## src/rtl/falu_sequencer_if.sv

```systemverilog
// Command, ALU and result signal bundle for falu_sequencer.
// The sequencer takes the slave view; the CPU/ALU side (or a bench) takes the master view.
interface falu_sequencer_if;
  logic        cmd_valid;
  logic        cmd_ready;
  logic [31:0] cmd_a;
  logic [31:0] cmd_b;
  logic [1:0]  cmd_op;
  logic        cmd_mode;
  logic        cmd_round;
  logic [3:0]  cmd_tag;
  logic        alu_start;
  logic [31:0] alu_op_a;
  logic [31:0] alu_op_b;
  logic [1:0]  alu_op_code;
  logic        alu_mode_fp;
  logic        alu_round_mode;
  logic [31:0] alu_result;
  logic [4:0]  alu_flags;
  logic        alu_valid;
  logic        res_valid;
  logic        res_ready;
  logic [31:0] res_data;
  logic [4:0]  res_flags;
  logic [3:0]  res_tag;
  logic [4:0]  sticky_flags;
  logic        sticky_clr;
  logic        busy;

  modport slave (
    input  cmd_valid, cmd_a, cmd_b, cmd_op, cmd_mode, cmd_round, cmd_tag,
    input  alu_result, alu_flags, alu_valid, res_ready, sticky_clr,
    output cmd_ready, alu_start, alu_op_a, alu_op_b, alu_op_code, alu_mode_fp,
    output alu_round_mode, res_valid, res_data, res_flags, res_tag, sticky_flags, busy
  );

  modport master (
    output cmd_valid, cmd_a, cmd_b, cmd_op, cmd_mode, cmd_round, cmd_tag,
    output alu_result, alu_flags, alu_valid, res_ready, sticky_clr,
    input  cmd_ready, alu_start, alu_op_a, alu_op_b, alu_op_code, alu_mode_fp,
    input  alu_round_mode, res_valid, res_data, res_flags, res_tag, sticky_flags, busy
  );
endinterface

```

## src/rtl/falu_sequencer.sv

```systemverilog
// FP ALU command sequencer: command FIFO, issue/wait/done FSM, result hold and sticky flags.
// Optional ALU watchdog compiled in with `define FALU_SEQ_TIMEOUT_EN.
module falu_sequencer #(
  parameter int DEPTH   = 4,
  parameter int TIMEOUT = 16
) (
  input logic              clk,
  input logic              rst,
  falu_sequencer_if.slave  bus
);
  localparam int AW = $clog2(DEPTH);

  typedef enum logic [1:0] {IDLE, ISSUE, WAIT, DONE} state_t;

  state_t      state_q, state_d;
  logic [71:0] fifo_mem [DEPTH];
  logic [AW:0] wr_ptr_q, wr_ptr_d;
  logic [AW:0] rd_ptr_q, rd_ptr_d;
  logic [71:0] op_q, op_d;
  logic [31:0] res_data_q, res_data_d;
  logic [4:0]  res_flags_q, res_flags_d;
  logic [3:0]  res_tag_q, res_tag_d;
  logic [4:0]  sticky_q, sticky_d;
  logic [71:0] cmd_entry;
  logic        empty, full, push, pop, capture;
  logic [31:0] cap_data;
  logic [4:0]  cap_flags;

`ifdef FALU_SEQ_TIMEOUT_EN
  localparam int WDW = $clog2(TIMEOUT + 1);
  logic [WDW-1:0] wd_q, wd_d;
`else
  logic unused_timeout;
  assign unused_timeout = (TIMEOUT > 0);
`endif

  // Entry layout: {tag, round, mode, op, b, a}
  assign cmd_entry = {bus.cmd_tag, bus.cmd_round, bus.cmd_mode, bus.cmd_op, bus.cmd_b, bus.cmd_a};
  assign empty     = (wr_ptr_q == rd_ptr_q);
  assign full      = (wr_ptr_q[AW] != rd_ptr_q[AW]) && (wr_ptr_q[AW-1:0] == rd_ptr_q[AW-1:0]);
  assign push      = bus.cmd_valid && bus.cmd_ready;
  assign wr_ptr_d  = push ? wr_ptr_q + 1'b1 : wr_ptr_q;

  assign bus.cmd_ready      = !rst && !full;
  assign bus.alu_start      = (state_q == ISSUE);
  assign bus.alu_op_a       = op_q[31:0];
  assign bus.alu_op_b       = op_q[63:32];
  assign bus.alu_op_code    = op_q[65:64];
  assign bus.alu_mode_fp    = op_q[66];
  assign bus.alu_round_mode = op_q[67];
  assign bus.res_valid      = (state_q == DONE);
  assign bus.res_data       = res_data_q;
  assign bus.res_flags      = res_flags_q;
  assign bus.res_tag        = res_tag_q;
  assign bus.sticky_flags   = sticky_q;
  assign bus.busy           = !empty || (state_q != IDLE);

  always_comb begin
    state_d     = state_q;
    rd_ptr_d    = rd_ptr_q;
    op_d        = op_q;
    res_data_d  = res_data_q;
    res_flags_d = res_flags_q;
    res_tag_d   = res_tag_q;
    sticky_d    = sticky_q;
    pop         = 1'b0;
    capture     = 1'b0;
    cap_data    = bus.alu_result;
    cap_flags   = bus.alu_flags;
`ifdef FALU_SEQ_TIMEOUT_EN
    wd_d        = wd_q;
`endif

    case (state_q)
      IDLE: begin
        if (!empty) begin
          pop     = 1'b1;
          state_d = ISSUE;
        end
      end
      ISSUE: begin
        if (bus.alu_valid) begin
          capture = 1'b1;
          state_d = DONE;
        end else begin
          state_d = WAIT;
        end
      end
      WAIT: begin
        if (bus.alu_valid) begin
          capture = 1'b1;
          state_d = DONE;
        end
`ifdef FALU_SEQ_TIMEOUT_EN
        // Watchdog expiry returns a quiet NaN of the command's width, flagged invalid.
        else if (wd_q == WDW'(TIMEOUT - 1)) begin
          capture   = 1'b1;
          cap_data  = op_q[66] ? 32'h7FC0_0000 : 32'h0000_7E00;
          cap_flags = 5'b10000;
          state_d   = DONE;
        end
`endif
      end
      DONE: begin
        if (bus.res_ready) begin
          if (!empty) begin
            pop     = 1'b1;
            state_d = ISSUE;
          end else begin
            state_d = IDLE;
          end
        end
      end
      default: state_d = IDLE;
    endcase

    if (pop) begin
      op_d     = fifo_mem[rd_ptr_q[AW-1:0]];
      rd_ptr_d = rd_ptr_q + 1'b1;
    end

    if (capture) begin
      res_data_d  = cap_data;
      res_flags_d = cap_flags;
      res_tag_d   = op_q[71:68];
    end

    // A clear coinciding with a capture clears first, then accrues the new flags.
    if (capture) begin
      sticky_d = (bus.sticky_clr ? 5'b0 : sticky_q) | cap_flags;
    end else if (bus.sticky_clr) begin
      sticky_d = 5'b0;
    end

`ifdef FALU_SEQ_TIMEOUT_EN
    if (pop) begin
      wd_d = '0;
    end else if (state_q == ISSUE || state_q == WAIT) begin
      wd_d = wd_q + 1'b1;
    end
`endif
  end

  always_ff @(posedge clk) begin
    if (push) begin
      fifo_mem[wr_ptr_q[AW-1:0]] <= cmd_entry;
    end
  end

  always_ff @(posedge clk) begin
    if (rst) begin
      state_q     <= IDLE;
      wr_ptr_q    <= '0;
      rd_ptr_q    <= '0;
      op_q        <= '0;
      res_data_q  <= '0;
      res_flags_q <= '0;
      res_tag_q   <= '0;
      sticky_q    <= '0;
    end else begin
      state_q     <= state_d;
      wr_ptr_q    <= wr_ptr_d;
      rd_ptr_q    <= rd_ptr_d;
      op_q        <= op_d;
      res_data_q  <= res_data_d;
      res_flags_q <= res_flags_d;
      res_tag_q   <= res_tag_d;
      sticky_q    <= sticky_d;
    end
  end

`ifdef FALU_SEQ_TIMEOUT_EN
  always_ff @(posedge clk) begin
    if (rst) begin
      wd_q <= '0;
    end else begin
      wd_q <= wd_d;
    end
  end
`endif
endmodule
```

## src/flat_wrapper.sv

```systemverilog
// flat-port wrapper written by rule: the top's interface ports become plain ports
module falu_sequencer_flat 
#(
  parameter int DEPTH   = 4,
  parameter int TIMEOUT = 16
)
  (clk, rst, bus_cmd_valid, bus_cmd_a, bus_cmd_b, bus_cmd_op, bus_cmd_mode, bus_cmd_round, bus_cmd_tag, bus_alu_result, bus_alu_flags, bus_alu_valid, bus_res_ready, bus_sticky_clr, bus_cmd_ready, bus_alu_start, bus_alu_op_a, bus_alu_op_b, bus_alu_op_code, bus_alu_mode_fp, bus_alu_round_mode, bus_res_valid, bus_res_data, bus_res_flags, bus_res_tag, bus_sticky_flags, bus_busy);
  falu_sequencer_if bus_i ();
  input logic clk;
  input logic rst;
  input wire logic [$bits(bus_i.cmd_valid)-1:0] bus_cmd_valid;
  input wire logic [$bits(bus_i.cmd_a)-1:0] bus_cmd_a;
  input wire logic [$bits(bus_i.cmd_b)-1:0] bus_cmd_b;
  input wire logic [$bits(bus_i.cmd_op)-1:0] bus_cmd_op;
  input wire logic [$bits(bus_i.cmd_mode)-1:0] bus_cmd_mode;
  input wire logic [$bits(bus_i.cmd_round)-1:0] bus_cmd_round;
  input wire logic [$bits(bus_i.cmd_tag)-1:0] bus_cmd_tag;
  input wire logic [$bits(bus_i.alu_result)-1:0] bus_alu_result;
  input wire logic [$bits(bus_i.alu_flags)-1:0] bus_alu_flags;
  input wire logic [$bits(bus_i.alu_valid)-1:0] bus_alu_valid;
  input wire logic [$bits(bus_i.res_ready)-1:0] bus_res_ready;
  input wire logic [$bits(bus_i.sticky_clr)-1:0] bus_sticky_clr;
  output wire logic [$bits(bus_i.cmd_ready)-1:0] bus_cmd_ready;
  output wire logic [$bits(bus_i.alu_start)-1:0] bus_alu_start;
  output wire logic [$bits(bus_i.alu_op_a)-1:0] bus_alu_op_a;
  output wire logic [$bits(bus_i.alu_op_b)-1:0] bus_alu_op_b;
  output wire logic [$bits(bus_i.alu_op_code)-1:0] bus_alu_op_code;
  output wire logic [$bits(bus_i.alu_mode_fp)-1:0] bus_alu_mode_fp;
  output wire logic [$bits(bus_i.alu_round_mode)-1:0] bus_alu_round_mode;
  output wire logic [$bits(bus_i.res_valid)-1:0] bus_res_valid;
  output wire logic [$bits(bus_i.res_data)-1:0] bus_res_data;
  output wire logic [$bits(bus_i.res_flags)-1:0] bus_res_flags;
  output wire logic [$bits(bus_i.res_tag)-1:0] bus_res_tag;
  output wire logic [$bits(bus_i.sticky_flags)-1:0] bus_sticky_flags;
  output wire logic [$bits(bus_i.busy)-1:0] bus_busy;
  assign bus_i.cmd_valid = bus_cmd_valid;
  assign bus_i.cmd_a = bus_cmd_a;
  assign bus_i.cmd_b = bus_cmd_b;
  assign bus_i.cmd_op = bus_cmd_op;
  assign bus_i.cmd_mode = bus_cmd_mode;
  assign bus_i.cmd_round = bus_cmd_round;
  assign bus_i.cmd_tag = bus_cmd_tag;
  assign bus_i.alu_result = bus_alu_result;
  assign bus_i.alu_flags = bus_alu_flags;
  assign bus_i.alu_valid = bus_alu_valid;
  assign bus_i.res_ready = bus_res_ready;
  assign bus_i.sticky_clr = bus_sticky_clr;
  assign bus_cmd_ready = bus_i.cmd_ready;
  assign bus_alu_start = bus_i.alu_start;
  assign bus_alu_op_a = bus_i.alu_op_a;
  assign bus_alu_op_b = bus_i.alu_op_b;
  assign bus_alu_op_code = bus_i.alu_op_code;
  assign bus_alu_mode_fp = bus_i.alu_mode_fp;
  assign bus_alu_round_mode = bus_i.alu_round_mode;
  assign bus_res_valid = bus_i.res_valid;
  assign bus_res_data = bus_i.res_data;
  assign bus_res_flags = bus_i.res_flags;
  assign bus_res_tag = bus_i.res_tag;
  assign bus_sticky_flags = bus_i.sticky_flags;
  assign bus_busy = bus_i.busy;
  falu_sequencer #(.DEPTH(DEPTH), .TIMEOUT(TIMEOUT)) u_core (.clk(clk), .rst(rst), .bus(bus_i));
endmodule
```

## config.mk

```make
export PLATFORM = sky130hd
export DESIGN_NAME = falu_sequencer_flat
export DESIGN_NICKNAME = d
export VERILOG_FILES = /design/src/rtl/falu_sequencer_if.sv /design/src/rtl/falu_sequencer.sv /design/src/flat_wrapper.sv
export SDC_FILE = /design/constraint.sdc
export NUM_CORES = 1
export LEC_CHECK = 0
export BUFFER_PORTS_ARGS = -buffer_cell sky130_fd_sc_hd__buf_2
export CAP_MARGIN = 20
export CORE_ASPECT_RATIO = 1.25
export CORE_MARGIN = 10
export CORE_UTILIZATION = 50
export CTS_CLUSTER_DIAMETER = 50
export DETAILED_ROUTE_END_ITERATION = 8
export PLACE_DENSITY_LB_ADDON = 0.2
export SYNTH_ARGS = -nofsm -noshare
export SYNTH_HDL_FRONTEND = slang
export SYNTH_SLANG_ARGS = --single-unit
```

## constraint.sdc

```tcl
create_clock -name clk -period 3.3 [get_ports clk]
set_input_delay 0.495 -clock clk [delete_from_list [all_inputs] [get_ports clk]]
set_output_delay 0.495 -clock clk [all_outputs]
set_load 0.03 [all_outputs]
```

# Word level (Yosys, flattened, before mapping)
# Memories as Yosys holds them, arrays and structs flattened. A register that Yosys moved wholly into a read port is not among the register bits.
# Index checks and enable logic that the tools add are counted.
dict set report classes {
  add_sub_neg 2
  eq_ne 9
  mux 15
  n_bitwise 1
  n_reduce_logical 11
}
# op n
set ops {}
lappend ops {{two-way mux 5 bit} 2}
lappend ops {{two-way mux 1 bit} 8}
lappend ops {{one-hot mux 2 bit (4 select lines)} 1}
lappend ops {{adder 3 x 1 -> 3 bit (second input constant)} 2}
lappend ops {{two-way mux 2 bit} 3}
lappend ops {{inequality test 2 bit (second input constant)} 3}
lappend ops {{bitwise OR 5 bit} 1}
lappend ops {{== test 2 bit (second input constant)} 2}
lappend ops {{== test 3 bit} 1}
lappend ops {{logical AND 1 bit} 3}
lappend ops {{zero test 1 bit} 3}
lappend ops {{AND reduction 3 bit} 1}
lappend ops {{== test 2 x 1 -> 1 bit (second input constant)} 1}
lappend ops {{== test 2 bit} 1}
lappend ops {{zero test 2 bit} 1}
lappend ops {{one-hot mux 1 bit (2 select lines)} 1}
lappend ops {{nonzero test 2 bit} 1}
lappend ops {{OR reduction 2 bit} 1}
lappend ops {{logical OR 1 bit} 1}
lappend ops {{inequality test 1 bit} 1}
dict set report word_totals {
  reg_bits 54
  mem_bits_rw 288
  out_inout_bits 118
  memories 1
}
# memory words width rd rd_clocked_by_memory_dff wr line_no
set mem_list {}
lappend mem_list {u_core.fifo_mem 4 72 1 1 1 falu_sequencer.sv:16} ;# logic [71:0] fifo_mem [DEPTH];

# Logic depth before layout (Yosys ltp)
dict set report depth {
  ltp_word 7
  depth_mapped 8
  ltp_nobuf 6
}

# Worst setup path after synthesis
# OpenSTA, ideal clock, no wires.
dict set report synth_path {
  path_kind {input to register}
  startpoint {input port rst}
  endpoint {memory u_core.fifo_mem[0][0] (enable)}
  setup_time_ns 0.439
  arrival_time_ns 3.170
  required_time_ns 2.861
  slack_ns -0.309
  path_stages 3
  n_path_buf 1
  cell_sequence {clkbuf_1 -> a31oi_1 -> and3_1}
}
dict set report synth_via {
  elab_chain_len 5
}
# item line_no
set synth_rtl {}
lappend synth_rtl {{start, declared} flat_wrapper.sv:10} ;# input logic rst;
lappend synth_rtl {{zero test 1 bit} falu_sequencer.sv:44} ;# assign bus.cmd_ready = !rst && !full;
lappend synth_rtl {{logical AND 1 bit} falu_sequencer.sv:44}
lappend synth_rtl {{via bus_cmd_ready} flat_wrapper.sv:23} ;# output wire logic [$bits(bus_i.cmd_ready)-1:0] bus_cmd_ready;
lappend synth_rtl {{logical AND 1 bit} falu_sequencer.sv:41} ;# assign push = bus.cmd_valid && bus.cmd_ready;
lappend synth_rtl {{two-way mux 1 bit} falu_sequencer.sv:145} ;# if (push) begin
lappend synth_rtl {{two-way mux 1 bit (not written as such)} falu_sequencer.sv:146} ;# fifo_mem[wr_ptr_q[AW-1:0]] <= cmd_entry;
lappend synth_rtl {{end, declared} falu_sequencer.sv:16}
# The timed path passes the listed nets, and every way through them passes these cells.

# Worst setup path after layout
dict set report layout_path {
  startpoint {register u_core.rd_ptr_q[1]}
  endpoint {output port bus_cmd_ready}
}
dict set report layout_via {
  elab_chain_len 4
}
# item line_no
set layout_rtl {}
lappend layout_rtl {{start, declared} falu_sequencer.sv:18} ;# logic [AW:0] rd_ptr_q, rd_ptr_d;
lappend layout_rtl {{start signal, assigned} falu_sequencer.sv:163} ;# rd_ptr_q <= rd_ptr_d;
lappend layout_rtl {{== test 2 bit} falu_sequencer.sv:40} ;# assign full = (wr_ptr_q[AW] != rd_ptr_q[AW]) && (wr_ptr_q[AW-1:0] == rd_ptr_q[AW-1:0]);
lappend layout_rtl {{logical AND 1 bit} falu_sequencer.sv:40}
lappend layout_rtl {{zero test 1 bit} falu_sequencer.sv:44}
lappend layout_rtl {{logical AND 1 bit} falu_sequencer.sv:44}
lappend layout_rtl {{end, declared} flat_wrapper.sv:23}
# Every way passes these cells.

==> metrics.cfg <==
[run_status]
outcome = complete, no violations

[synth]
synth_largest_area_cell = edfxtp_1
synth_area_um2 = 15500
syn_nets = 1137
syn_avg_cell_area_um2 = 15.3
synth-main-ff-cell = edfxtp_1
ys_types = 31
synth-seq-cells = 414
synth_edf_count = 288
netlist_top_cells_count = edfxtp_1, nand2_1, dfxtp_1
post-synth-top-count-cell = edfxtp_1
synth_top_area_share_pct = 56.0
ys_seq_area_share_pct = 72.3
syn_inst = 1013
yosys_warnings = 0
async_flop_share_pct = 0
ys_top_cells_by_area = edfxtp_1, dfxtp_1, mux4_2, nand2_1, a21oi_1

[timing]
slew_headroom_pct = 38.1
rsz0062_at_grt = false
max_slew.worst_pin.slew_ps = 929
finalCritPeriodShare_pct = 76.7
finalSetupViolCount = 0
fin_crit_ps = 2530
tns_ps = 0
drv_slew = 0
holdWs_ps = 168
max_freq_mhz = 395
skew_ps = 22.2
final_hold_viol_count = 0

[worst_setup_path]
crit_family = flip-flops
arrival_ps = 2030
reg2reg_to = u_core.fifo_mem[3][25]
reg2reg_depth = 4
required_ps = 2800
crit_path_end_kind = output port
path_class = flop to output port
cp_slowest_cell = dfxtp_4
critPathLaunch = u_core.rd_ptr_q[1]
cpPeakStageDelay_ps = 560
crit_chain = xnor2_1 -> a31oi_1 -> buf_2
endpoint = bus_cmd_ready
path_max_fanout = 21
startpoint_type = flop
cp.depth = 3
rrSetupSlack_ps = 930
path_buf_inv = 1
r2r_start = u_core.rd_ptr_q[1]

[routing]
drt_pass1_iterations = 5
drcViolationCount = 0
drt_first_iter_violations = 433
ant_nets = 0
detail_route.wirelength_mm = 32.8
wl_per_cell_um = 20.3
via_count = 8521
via_per_inst = 5.26

[global_route]
grt.overflow.total = 0
antenna_found_initial = 9
grt_pass1_vias = 8871
grt_max_degree = 89
grt_first_pass_wirelength_mm = 50.6
grt_usage_pct = 16.8

[clocking]
clkTransAtPathRegs_ps = 60
cts_tree = done
cts_root_buf = clkbuf_16
htreeDepth = 2
post_cts_resized = 0
cts_buffer_depth = 3
clock_sinks = 414
cts_buffers = 40
clk_latency_ps = 540
holdBufCountCts = 0
postCtsSetupRepairBufs = 0

[die]
core_um2 = 30300
die_area_um2 = 38400
die_width_um = 177
start_util_pct = 51.0
fp.dieH_um = 217
num_rows = 71
ios = 233

[hold_path]
worstHoldPathCells = 1
min_path_type = input port to flop

[power_and_ir_drop]
switchingPower_mw = 4.56
power.density_nw_per_um2 = 819
p_int_mw = 10.2
peakVddDrop_uv = 537
p_total_mw = 14.8
p_leak_nw = 6.47
p_comb_share_pct = 23.9
seq_power_share_pct = 43.5
switching_share_pct = 30.8
clkPwrFrac_pct = 32.7

[finish]
num-fill-cells = 2368
drive_gt1_share_pct = 32.3
nets = 1309
syn2layout_area_growth_pct = 16.8

[place]
dp.final_hpwl_mm = 20.8
routabilityCongestion = 0.842
io_buffers = 232

[flow_run]
cap_violations = 0

cell type report:
class	count	area, um2	share of cell area, %
Multi-Input combinational cell	470	3520	19.5
Sequential cell	414	11200	61.9
Clock buffer	54	1120	6.19
Clock inverter	20	294	1.63
Inverter	8	30.0	0.166
Antenna cell	1	2.50	0.0139
Tap cell	401	502	2.78
Timing Repair Buffer	251	1420	7.86
how the worst min path moves through the flow:
stage / from / slack (ps) / to
global route: bus_cmd_tag[1] / 160 / u_core.fifo_mem[2][69]
floorplan: u_core.op_q[68] / 430 / u_core.bus.res_tag[0]
global placement: u_core.bus.res_data[28] / 440 / u_core.bus.res_data[28]
finish: bus_cmd_a[10] / 170 / u_core.fifo_mem[2][10]
detailed placement: u_core.bus.res_data[29] / 440 / u_core.bus.res_data[29]
CTS: bus_cmd_a[10] / 140 / u_core.fifo_mem[2][10]
stage by stage:
step                worst slack, ps  instance area (um2)  instances  utilization, %
global placement                917                16600       1544            55.0
global route                    657                18100       1618            59.6
finish                          770                18100       1619            59.6
detailed placement              883                16600       1544            55.0
floorplan                       478                15500       1013               -
CTS                             749                18100       1618            59.6
worst register-to-register path, delay by kind of cell (launching register included):
| kind | cells | cell delay [ps] |
|---|---|---|
| AOI/OAI and AO/OA | 1 | 410 |
| xor gates and xnor gates | 1 | 220 |
| buffers and inverters | 1 | 320 |
| DFF | 1 | 560 |
| and+or+nand+nor | 1 | 570 |
layer usage:
metal  vias to the layer above  part of all wire, %  GRT usage [%]
li1                       3987                    -              -
met1                      4247                   40           20.4
met2                       234                   50           28.5
met3                        45                  7.6           5.20
met4                         8                  1.7           4.48
met5                         -                 0.15              0
power by group through the flow:
stage	clock network [mW]	logic [mW]	registers (mW)
final	4.83	3.53	6.43
after global routing	5.14	3.85	6.50
after CTS	4.94	3.62	6.44
after detailed placement	0	3.61	6.55
after global placement	0	3.58	6.52
after floorplan	0	2.77	6.70
flip-flops by register name, indices dropped and copies added, names as in the netlist:
name and flops:
u_core.bus.res_data 32, u_core.rd_ptr_q 3, u_core.op_q 72, u_core.bus.res_tag 4, u_core.state_q 2, u_core.bus.sticky_flags 5, u_core.bus.res_flags 5, u_core.fifo_mem 288
u_core.wr_ptr_q 3
logic make-up after synthesis:
logic type      count (synthesis)  synth area share [%]
compound gates                134                  4.57
flops                         414                  72.3
xor+xnor                        9                 0.510
fa+ha+maj                       9                 0.729
simple gates                  245                  6.14
buf+inv                       129                  5.22
mux                            73                  10.6
placed cells by master, fill, tap and decap left out, drive strengths merged, types with 3 or more instances in the layout:
cell | synthesis | final
a211oi | 3 | 3
a21oi | 122 | 122
and3 | 4 | 4
buf | 92 | 251
bufinv | 0 | 7
clkbuf | 29 | 54
clkinv | 0 | 10
dfxtp | 126 | 126
edfxtp | 288 | 288
ha | 9 | 9
inv | 8 | 10
mux4 | 72 | 72
nand2 | 229 | 229
nand2b | 5 | 5
nor2 | 4 | 4
xnor2 | 5 | 5
xor2 | 4 | 4
Note: power is estimated with default switching activity, not from simulation.
